<file path="config.mk">
export PLATFORM = sky130hd
export DESIGN_NAME = shift_step_ctrl
export DESIGN_NICKNAME = d
export VERILOG_FILES = /design/src/rtl/shift_ctrl_pkg.sv /design/src/rtl/btn_sync.sv /design/src/rtl/shift_step_ctrl.sv
export SDC_FILE = /design/constraint.sdc
export NUM_CORES = 1
export LEC_CHECK = 0
export CORE_ASPECT_RATIO = 0.7
export CORE_UTILIZATION = 45
export DETAILED_ROUTE_END_ITERATION = 8
export PLACE_DENSITY = 0.73
export RECOVER_POWER = 100
export SKIP_CTS_REPAIR_TIMING = 1
export SLEW_MARGIN = 20
export SYNTH_ARGS = -nofsm -noshare
export SYNTH_HDL_FRONTEND = slang
export SYNTH_HIERARCHICAL = 1
export SYNTH_SLANG_ARGS = --single-unit
</file>
<file path="constraint.sdc">
create_clock -name clk -period 3.84 [get_ports clk]
set_input_delay 0.384 -clock clk [delete_from_list [all_inputs] [get_ports clk]]
set_output_delay 0.384 -clock clk [all_outputs]
set_load 0.05 [all_outputs]
</file>
<file path="src/rtl/shift_ctrl_pkg.sv">
// shift_ctrl_pkg: shared definitions for the one-hot shift step controller.
//   - state_t           : sequencer FSM states (IDLE, PRESS, HELD, REPEAT, RELEASE)
//   - ST_* constants    : state encodings, kept as plain 3-bit constants so older
//                         blocks and debug tooling can compare against them
//   - DEF_* constants   : default parameter values for shift_step_ctrl
//   - DROP_W / DROP_MAX : dropped-step counter width and saturation value
//   - max3()            : helper used to size the shared timing counter
package shift_ctrl_pkg;

  localparam logic [2:0] ST_IDLE    = 3'd0;
  localparam logic [2:0] ST_PRESS   = 3'd1;
  localparam logic [2:0] ST_HELD    = 3'd2;
  localparam logic [2:0] ST_REPEAT  = 3'd3;
  localparam logic [2:0] ST_RELEASE = 3'd4;

  typedef enum logic [2:0] {
    IDLE    = ST_IDLE,
    PRESS   = ST_PRESS,
    HELD    = ST_HELD,
    REPEAT  = ST_REPEAT,
    RELEASE = ST_RELEASE
  } state_t;

  localparam int DEF_WIDTH           = 16;
  localparam int DEF_DEBOUNCE_CYCLES = 1_000_000;
  localparam int DEF_HOLD_CYCLES     = 25_000_000;
  localparam int DEF_REPEAT_CYCLES   = 5_000_000;

  localparam int           DROP_W   = 8;
  localparam logic [7:0]   DROP_MAX = 8'd255;

  function automatic int max3(input int a, input int b, input int c);
    int m;
    m = a;
    if (b > m) m = b;
    if (c > m) m = c;
    return m;
  endfunction

endpackage

</file>
<file path="src/rtl/btn_sync.sv">
// btn_sync: two-flop synchronizer for a single asynchronous level.
// Ports:
//   clk      in  : clock
//   clr      in  : synchronous active-high reset, both flops clear to 0
//   async_in in  : raw asynchronous input
//   sync_out out : input retimed into the clk domain (two-cycle latency)
module btn_sync (
  input  logic clk,
  input  logic clr,
  input  logic async_in,
  output logic sync_out
);

  logic meta;

  always_ff @(posedge clk) begin
    if (clr) begin
      meta     <= 1'b0;
      sync_out <= 1'b0;
    end else begin
      meta     <= async_in;
      sync_out <= meta;
    end
  end

endmodule

</file>
<file path="src/rtl/shift_step_ctrl.sv">
// shift_step_ctrl: push-button sequencer for the one-hot shift datapath.
// A raw button is synchronized and debounced; each debounced press issues one
// step that rotates the one-hot position left (wrapping). Optional auto-repeat
// issues further steps while the button stays held.
//
// Build option: define SHIFT_AUTO_REPEAT_EN to compile in the REPEAT state and
// hold/repeat timing. Without it, exactly one step is issued per press.
//
// Ports:
//   clk        in            : clock, all state on the rising edge
//   clr        in            : synchronous active-high reset, overrides all
//   btn        in            : raw asynchronous push-button
//   pos_ready  in            : downstream accepts the current position
//   pos_onehot out [WIDTH]   : current one-hot position (reset 1)
//   pos_idx    out [log2 W]  : binary index of the set bit
//   pos_valid  out           : current position not yet acknowledged
//   drop_cnt   out [8]       : saturating count of dropped steps
//   busy       out           : FSM is not in IDLE
//   state_dbg  out           : current FSM state, for observation only
//
// Handshake: pos_valid rises with every accepted step and stays high until a
// cycle where pos_valid and pos_ready are both high; that cycle completes the
// transfer and clears pos_valid, unless a new step is accepted in the same
// cycle, in which case pos_valid stays high for the new position. pos_ready
// while pos_valid is low is ignored. A step arriving while pos_valid is high
// and pos_ready is low is dropped and counted in drop_cnt.
//
// WIDTH must be a power of two and >= 2 so pos_idx wraps naturally.
module shift_step_ctrl
  import shift_ctrl_pkg::*;
#(
  parameter int WIDTH           = DEF_WIDTH,
  parameter int DEBOUNCE_CYCLES = DEF_DEBOUNCE_CYCLES,
  parameter int HOLD_CYCLES     = DEF_HOLD_CYCLES,
  parameter int REPEAT_CYCLES   = DEF_REPEAT_CYCLES
) (
  input  logic                     clk,
  input  logic                     clr,
  input  logic                     btn,
  input  logic                     pos_ready,
  output logic [WIDTH-1:0]         pos_onehot,
  output logic [$clog2(WIDTH)-1:0] pos_idx,
  output logic                     pos_valid,
  output logic [DROP_W-1:0]        drop_cnt,
  output logic                     busy,
  output state_t                   state_dbg
);

  localparam int IDX_W   = $clog2(WIDTH);
  localparam int CNT_MAX = max3(DEBOUNCE_CYCLES, HOLD_CYCLES, REPEAT_CYCLES);
  localparam int CNT_RAW = $clog2(CNT_MAX);
  localparam int CNT_W   = (CNT_RAW < 1) ? 1 : CNT_RAW;

  // Terminal counts: a phase lasting N cycles ends when the counter, cleared
  // on entry, has reached N-1.
  localparam logic [CNT_W-1:0] DEB_LAST = CNT_W'(DEBOUNCE_CYCLES - 1);
`ifdef SHIFT_AUTO_REPEAT_EN
  localparam logic [CNT_W-1:0] HOLD_LAST = CNT_W'(HOLD_CYCLES - 1);
  localparam logic [CNT_W-1:0] REP_LAST  = CNT_W'(REPEAT_CYCLES - 1);
`endif

  logic             btn_s;
  state_t           state, state_nxt;
  logic [CNT_W-1:0] cnt, cnt_nxt;
  logic             step;
  logic             accept;
  logic             busy_q;

  btn_sync u_btn_sync (
    .clk      (clk),
    .clr      (clr),
    .async_in (btn),
    .sync_out (btn_s)
  );

  // One counter is shared by all timed phases; every transition clears it so
  // each phase starts counting from zero.
  always_comb begin
    state_nxt = state;
    cnt_nxt   = cnt;
    step      = 1'b0;
    case (state)
      IDLE: begin
        if (btn_s) begin
          state_nxt = PRESS;
          cnt_nxt   = '0;
        end
      end
      PRESS: begin
        if (!btn_s) begin
          state_nxt = IDLE;
          cnt_nxt   = '0;
        end else if (cnt == DEB_LAST) begin
          state_nxt = HELD;
          cnt_nxt   = '0;
          step      = 1'b1;
        end else begin
          cnt_nxt = cnt + CNT_W'(1);
        end
      end
      HELD: begin
        if (!btn_s) begin
          state_nxt = RELEASE;
          cnt_nxt   = '0;
        end
`ifdef SHIFT_AUTO_REPEAT_EN
        else if (cnt == HOLD_LAST) begin
          state_nxt = REPEAT;
          cnt_nxt   = '0;
          step      = 1'b1;
        end else begin
          cnt_nxt = cnt + CNT_W'(1);
        end
`endif
      end
`ifdef SHIFT_AUTO_REPEAT_EN
      REPEAT: begin
        if (!btn_s) begin
          state_nxt = RELEASE;
          cnt_nxt   = '0;
        end else if (cnt == REP_LAST) begin
          cnt_nxt = '0;
          step    = 1'b1;
        end else begin
          cnt_nxt = cnt + CNT_W'(1);
        end
      end
`endif
      RELEASE: begin
        // A bounce back to pressed re-enters HELD without stepping, so a
        // chattering release cannot generate extra steps.
        if (btn_s) begin
          state_nxt = HELD;
          cnt_nxt   = '0;
        end else if (cnt == DEB_LAST) begin
          state_nxt = IDLE;
          cnt_nxt   = '0;
        end else begin
          cnt_nxt = cnt + CNT_W'(1);
        end
      end
      default: begin
        state_nxt = IDLE;
        cnt_nxt   = '0;
      end
    endcase
  end

  always_ff @(posedge clk) begin
    if (clr) begin
      state  <= IDLE;
      cnt    <= '0;
      busy_q <= 1'b0;
    end else begin
      state  <= state_nxt;
      cnt    <= cnt_nxt;
      busy_q <= (state_nxt != IDLE);
    end
  end

  // A step lands if nothing is outstanding or the outstanding position is
  // being taken this very cycle.
  assign accept = step && (!pos_valid || pos_ready);

  always_ff @(posedge clk) begin
    if (clr) begin
      pos_onehot <= WIDTH'(1);
      pos_idx    <= '0;
      pos_valid  <= 1'b0;
      drop_cnt   <= '0;
    end else if (accept) begin
      pos_onehot <= {pos_onehot[WIDTH-2:0], pos_onehot[WIDTH-1]};
      pos_idx    <= pos_idx + IDX_W'(1);
      pos_valid  <= 1'b1;
    end else begin
      if (step && (drop_cnt != DROP_MAX)) begin
        drop_cnt <= drop_cnt + DROP_W'(1);
      end
      if (pos_valid && pos_ready) begin
        pos_valid <= 1'b0;
      end
    end
  end

  assign busy      = busy_q;
  assign state_dbg = state;

endmodule

</file>
# [Word-level counts from Yosys, hierarchy flattened]
# Index checks and enable logic that the tools add are counted.
# W data, S select, Z words.
[totals] in_bits=4 out_inout_bits=33 ff_bits=60 elab_cells=48
[classes] eq_ne=7 n_reduce_logical=10 n_bitwise=1 muxes=18 add_sub_neg=3
[ops] op="$mux W25" n=5
[ops] op="$pmux W25 S4" n=1
[ops] op="$add A25 B1 Y25 const B" n=1
[ops] op="$eq A25 B20 Y1 const B" n=1
[ops] op="$mux W3" n=6
[ops] op="$pmux W3 S4" n=1
[ops] op="$add A8 B1 Y8 const B" n=1
[ops] op="$ne A8 B8 Y1 const B" n=1
[ops] op="$mux W1" n=5
[ops] op="$add A4 B1 Y4 const B" n=1
[ops] op="$reduce_and A2 Y1" n=2
[ops] op="$eq A3 B1 Y1 const B" n=1
[ops] op="$eq A3 B2 Y1 const B" n=1
[ops] op="$eq A3 B3 Y1 const B" n=1
[ops] op="$logic_and A1 B1 Y1" n=3
[ops] op="$logic_not A3 Y1" n=1
[ops] op="$reduce_bool A3 Y1" n=1
[ops] op="$ne A2 B1 Y1 const B" n=1
[ops] op="$ne A2 B2 Y1 const B" n=1
[ops] op="$reduce_bool A2 Y1" n=1
[ops] op="$logic_not A1 Y1" n=1
[ops] op="$logic_or A1 B1 Y1" n=1
[ops] op="$not A1 Y1" n=1

# [Logic depth before layout (Yosys ltp)]
[depth] ltp_word=7 mapped_depth=8 mapped_depth_nobuf=6

# [Cells and area by module]
# Netlist, hierarchy kept.
[modules_own_cells] module="shift_step_ctrl" seq_area_each_um2=1161.1 n_inst=1 cells_each=323 area_per_inst_um2=2716.4
[modules_own_cells] module="btn_sync" seq_area_each_um2=40.0 n_inst=1 cells_each=4 area_per_inst_um2=52.6

# [Least setup slack after synthesis]
# OpenSTA, ideal clock, no wires.
[synth_timing] path_kind="register -> register" start="reg state[2] (netlist: state_dbg[2])" end="reg cnt[12]" setup_ps=74 path_slack_ps=1757 arrival_time_ps=2009 synth_period_minus_slack_ps=2083 required_time_ps=3766 path_buffers=1 path_stages_with_launch=7 cell_sequence="dfxtp_1 > buf_4 > and4bb_1 > nor2_4 > nand3_1 > or4_1 > a31oi_1"
[synth_via] elab_chain_len=3 elab_cells_between_ends=8 cone_classes="eq/ne: 5; mux: 1; reduce/logical: 2"
[synth_rtl] item="start, declared" line="shift_step_ctrl.sv:63" source="state_t state, state_nxt;"
[synth_rtl] item="start signal, assigned" line="shift_step_ctrl.sv:155" source="state <= state_nxt;"
[synth_rtl] item="$eq A3 B2 Y1 or $logic_not A3 Y1 (tied branches)" line="shift_step_ctrl.sv:82" source="case (state)"
[synth_rtl] item="$ne A2 B2 Y1 (no source line) or $ne A2 B1 Y1 (tied branches)"
[synth_rtl] item="$reduce_and A2 Y1 (no source line)"
[synth_rtl] item="end signal, assigned" line="shift_step_ctrl.sv:156" source="cnt <= cnt_nxt;"
[synth_rtl] item="end, declared" line="shift_step_ctrl.sv:64" source="logic [CNT_W-1:0] cnt, cnt_nxt;"
# Several ways; a longest one is shown, not always the timed one.
# A chain may end at the register's enable or synchronous reset.

# [Worst setup path in the final report]
[layout_timing] start="reg state[0] (netlist: state_dbg[0])" end="reg cnt[21]"
# Same word-level chain as after synthesis.

==> out/metrics.csv <==
metric,value,unit
tritoncts.num_buffers,9,
fin_hold_ws,0.462,ns
yosys_register_bits,60,
worstSetupEndpointType,flip-flop,
max_freq,386,MHz
postSynthNetCount,334,
drt-total-wl,5.89,mm
global_route.usage.met3,5.74,%
count_of_max_cap_constraint_violations,0,
post_synth_instance_area,0.00277,mm²
post_synth_main_area_contributors,"sky130_fd_sc_hd__dfxtp_1, sky130_fd_sc_hd__nand2_1, sky130_fd_sc_hd__a21oi_1",
cp.arrival,2.77,ns
drt-pass1-iter-count,4,
globalRouteTotalUtil,20.0,%
yosys.area.top_type_share,43.4,%
final_min_period_over_clock_period,67.4,%
timing.clock.skew,0.00844,ns
io_buffer_count,36,
design.die.area,0.00648,mm²
timing_worst_slew_pin_value,0.906,ns
crit_path_max_fanout,25,
pin_count_of_the_biggest_net_entering_global_routing,26,
design.portCount,37,
gp_congestion,0.769,
grt_setup_unrepaired,no,
synth_area_leader_cell,sky130_fd_sc_hd__dfxtp_1,
critical_path_required,4.03,ns
die_w,95.8,µm
design.final.nets,366,
postSynthAreaPerCell,8.47,µm²
outcome,finished clean,
synthCells,327,
synth.lib_cells_used.distinct,48,
ff2ff_path_depth,4,
mostFrequentLayoutCell,sky130_fd_sc_hd__dfxtp_1,
critPathLaunchType,flip-flop,
layout.cell_area.non_filler,0.00335,mm²
cts.sinks,60,
holdCritPathClass,reg2reg,
fp.dieH,67.6,µm
finalCriticalPeriod,2.59,ns
register_area,0.00120,mm²
dp_hpwl,4.00,mm
cts_tree,yes,
holdPathEnd,u_btn_sync/sync_out,
core_region_area,0.00581,mm²
core.rowCount,23,
clkLatencyLatePin,0.34,ns
remaining_antenna_violation_count,0,
leakage,1.18,nW
num-fill-cells,532,
clock_tree.buffer_depth,2,
leftover_overflow_at_the_end_of_global_routing,0,
worst_path_dominant_cell_family,simple AND/OR/NAND/NOR gates,
tns,0,ns
grt_use_met2,29.5,%
detailroute.via_count,2354,
most-common-layout-cells,"sky130_fd_sc_hd__dfxtp_1, sky130_fd_sc_hd__nand2_1, sky130_fd_sc_hd__a21oi_1, sky130_fd_sc_hd__dlygate4sd3_1, sky130_fd_sc_hd__nor2_1",
cellPowerDensity,380,mW/mm²
start_of_the_worst_register_to_register_path,state_dbg[0],
seq_area_frac_synth,43.4,%
drcViolationCount,0,
num_antenna_cells,0,
gr-usage-met1,27.2,%
final_hold_viol_count,0,
clock-root-buffer,sky130_fd_sc_hd__clkbuf_8,
multi_input_area,0.00144,mm²
dpl-instance-area,0.00315,mm²
start_util,47.6,%
clk_pin_slew,0.07,ns
number_of_synthesized_flops_with_an_enable_pin,0,
postSynth.asyncResetShare,0,%
worst_path_most_repeated_cell,sky130_fd_sc_hd__nor2_1,
synth_flop_cell,sky130_fd_sc_hd__dfxtp_1,
grt_pass1_wl,9.73,mm
worst_max_slew_margin_expressed_relative_to_the_limit,39.6,%
hold_path_startpoint,u_btn_sync/meta,
cts_max_level,3,
mean_number_of_vias_per_cell,5.36,
global_route.peak_usage_layer,met2,
area_growth,21.1,%
timing.reg2reg.setup_slack,1.25,ns
crit_path_top_delay_cell,sky130_fd_sc_hd__a31o_1,
via_count_of_the_first_global_routing_pass,2097,
hold_path_depth,1,
power.ir.vdd_worst,167,µV
grt_antenna_before_repair,0,
critical_path_class,reg2reg,
slowest_delay,0.84,ns
violation_count_after_the_first_detailed_routing_iteration,164,
critical_path.cell_chain,and4bb_1 > nor2_1 > a31o_1 > nor2_1,
worstPathBufferInverterCount,0,
regToRegEndpoint,cnt[21],
route.detailed.wl_per_inst,13.4,µm
yosys_warnings,6,
maxSlewViolCount,0,
setup_viol,0,
drive_gt1_share,7.69,%
cells by family (layout without fill, tap and decap cells):
kind of cell	after synthesis	in the layout	synth area share, %
adder cells (fa/ha/maj)	3	3	1.36
XOR/XNOR	19	19	6.01
AO/OA/AOI/OAI	61	61	12.5
multiplexers	2	2	0.768
flip-flops	60	60	43.4
buffers and inverters	24	61	4.20
AND/OR/NAND/NOR	158	158	31.8
synth_stat cells (2+ instances only):
cell,count
sky130_fd_sc_hd__dfxtp_1,60
sky130_fd_sc_hd__nand2_1,46
sky130_fd_sc_hd__and3_2,2
sky130_fd_sc_hd__nand3_1,16
sky130_fd_sc_hd__buf_4,3
sky130_fd_sc_hd__nand3b_1,2
sky130_fd_sc_hd__and3_1,4
sky130_fd_sc_hd__nor3_1,6
sky130_fd_sc_hd__clkbuf_1,7
sky130_fd_sc_hd__nor4b_4,2
sky130_fd_sc_hd__a21oi_1,34
sky130_fd_sc_hd__nor2b_1,4
sky130_fd_sc_hd__nand4_1,10
sky130_fd_sc_hd__ha_1,3
sky130_fd_sc_hd__xnor2_1,8
sky130_fd_sc_hd__xor2_1,11
sky130_fd_sc_hd__and2_1,3
sky130_fd_sc_hd__nor4_1,3
sky130_fd_sc_hd__o31ai_1,5
sky130_fd_sc_hd__nor2_1,32
sky130_fd_sc_hd__or4_1,7
sky130_fd_sc_hd__inv_1,7
sky130_fd_sc_hd__buf_2,6
sky130_fd_sc_hd__nand2b_1,2
sky130_fd_sc_hd__o21ai_0,14
sky130_fd_sc_hd__or3_1,7
sky130_fd_sc_hd__and4_1,2
final cells by class:
class	count	area share [%]
repair buffers	38	11.1
clock inverters	3	1.27
well taps	75	2.80
flip-flops and latches	60	35.8
clock buffers	13	5.34
multi-input cells	243	42.9
inverters	7	0.784
per-layer routing:
layer  part of all wire, %  vias to the layer above
met5                     0                        -
met4                   1.7                        0
met3                   4.1                       11
met2                    43                       38
met1                    52                     1090
li1                      -                     1215
how the worst max path moves through the flow:
| stage | start | to | slack [ns] | cells after the start |
|---|---|---|---|---|
| floorplan | state_dbg[2] | cnt[12] | 1.76 | 6 |
| global placement | pos_ready | pos_idx[3] | 1.40 | 5 |
| CTS | cnt[11] | pos_idx[2] | 1.39 | 5 |
| finish | state_dbg[0] | cnt[21] | 1.25 | 4 |
| detailed placement | pos_ready | pos_idx[2] | 1.35 | 5 |
| global route | state_dbg[0] | cnt[2] | 0.99 | 4 |
report_power, final:
part           switching [mW]  leakage [nW]  internal [mW]  total, mW
clock                   0.247         0.112          0.369      0.617
sequential            0.00322         0.484          0.625      0.628
combinational          0.0191         0.585        0.00879     0.0278
total                   0.270          1.18           1.00       1.27
through the flow:
stage                     std cells  setup slack (ns)  util, %  power, mW
after detailed placement        423              1.35     54.2      0.672
after global placement          423              1.40     54.2      0.671
final                           439              1.25     57.7       1.27
after floorplan                 327              1.76        -      0.663
after CTS                       439              1.39     58.0       1.29
after global routing            439             0.987     57.7       1.31
state kept, by name (all words and copies together), names as in the netlist, 3 cells and up:
name        cells
cnt            25
drop_cnt        8
pos_idx         4
pos_onehot     16
state_dbg       3
Note: power is estimated with default switching activity, not from simulation.
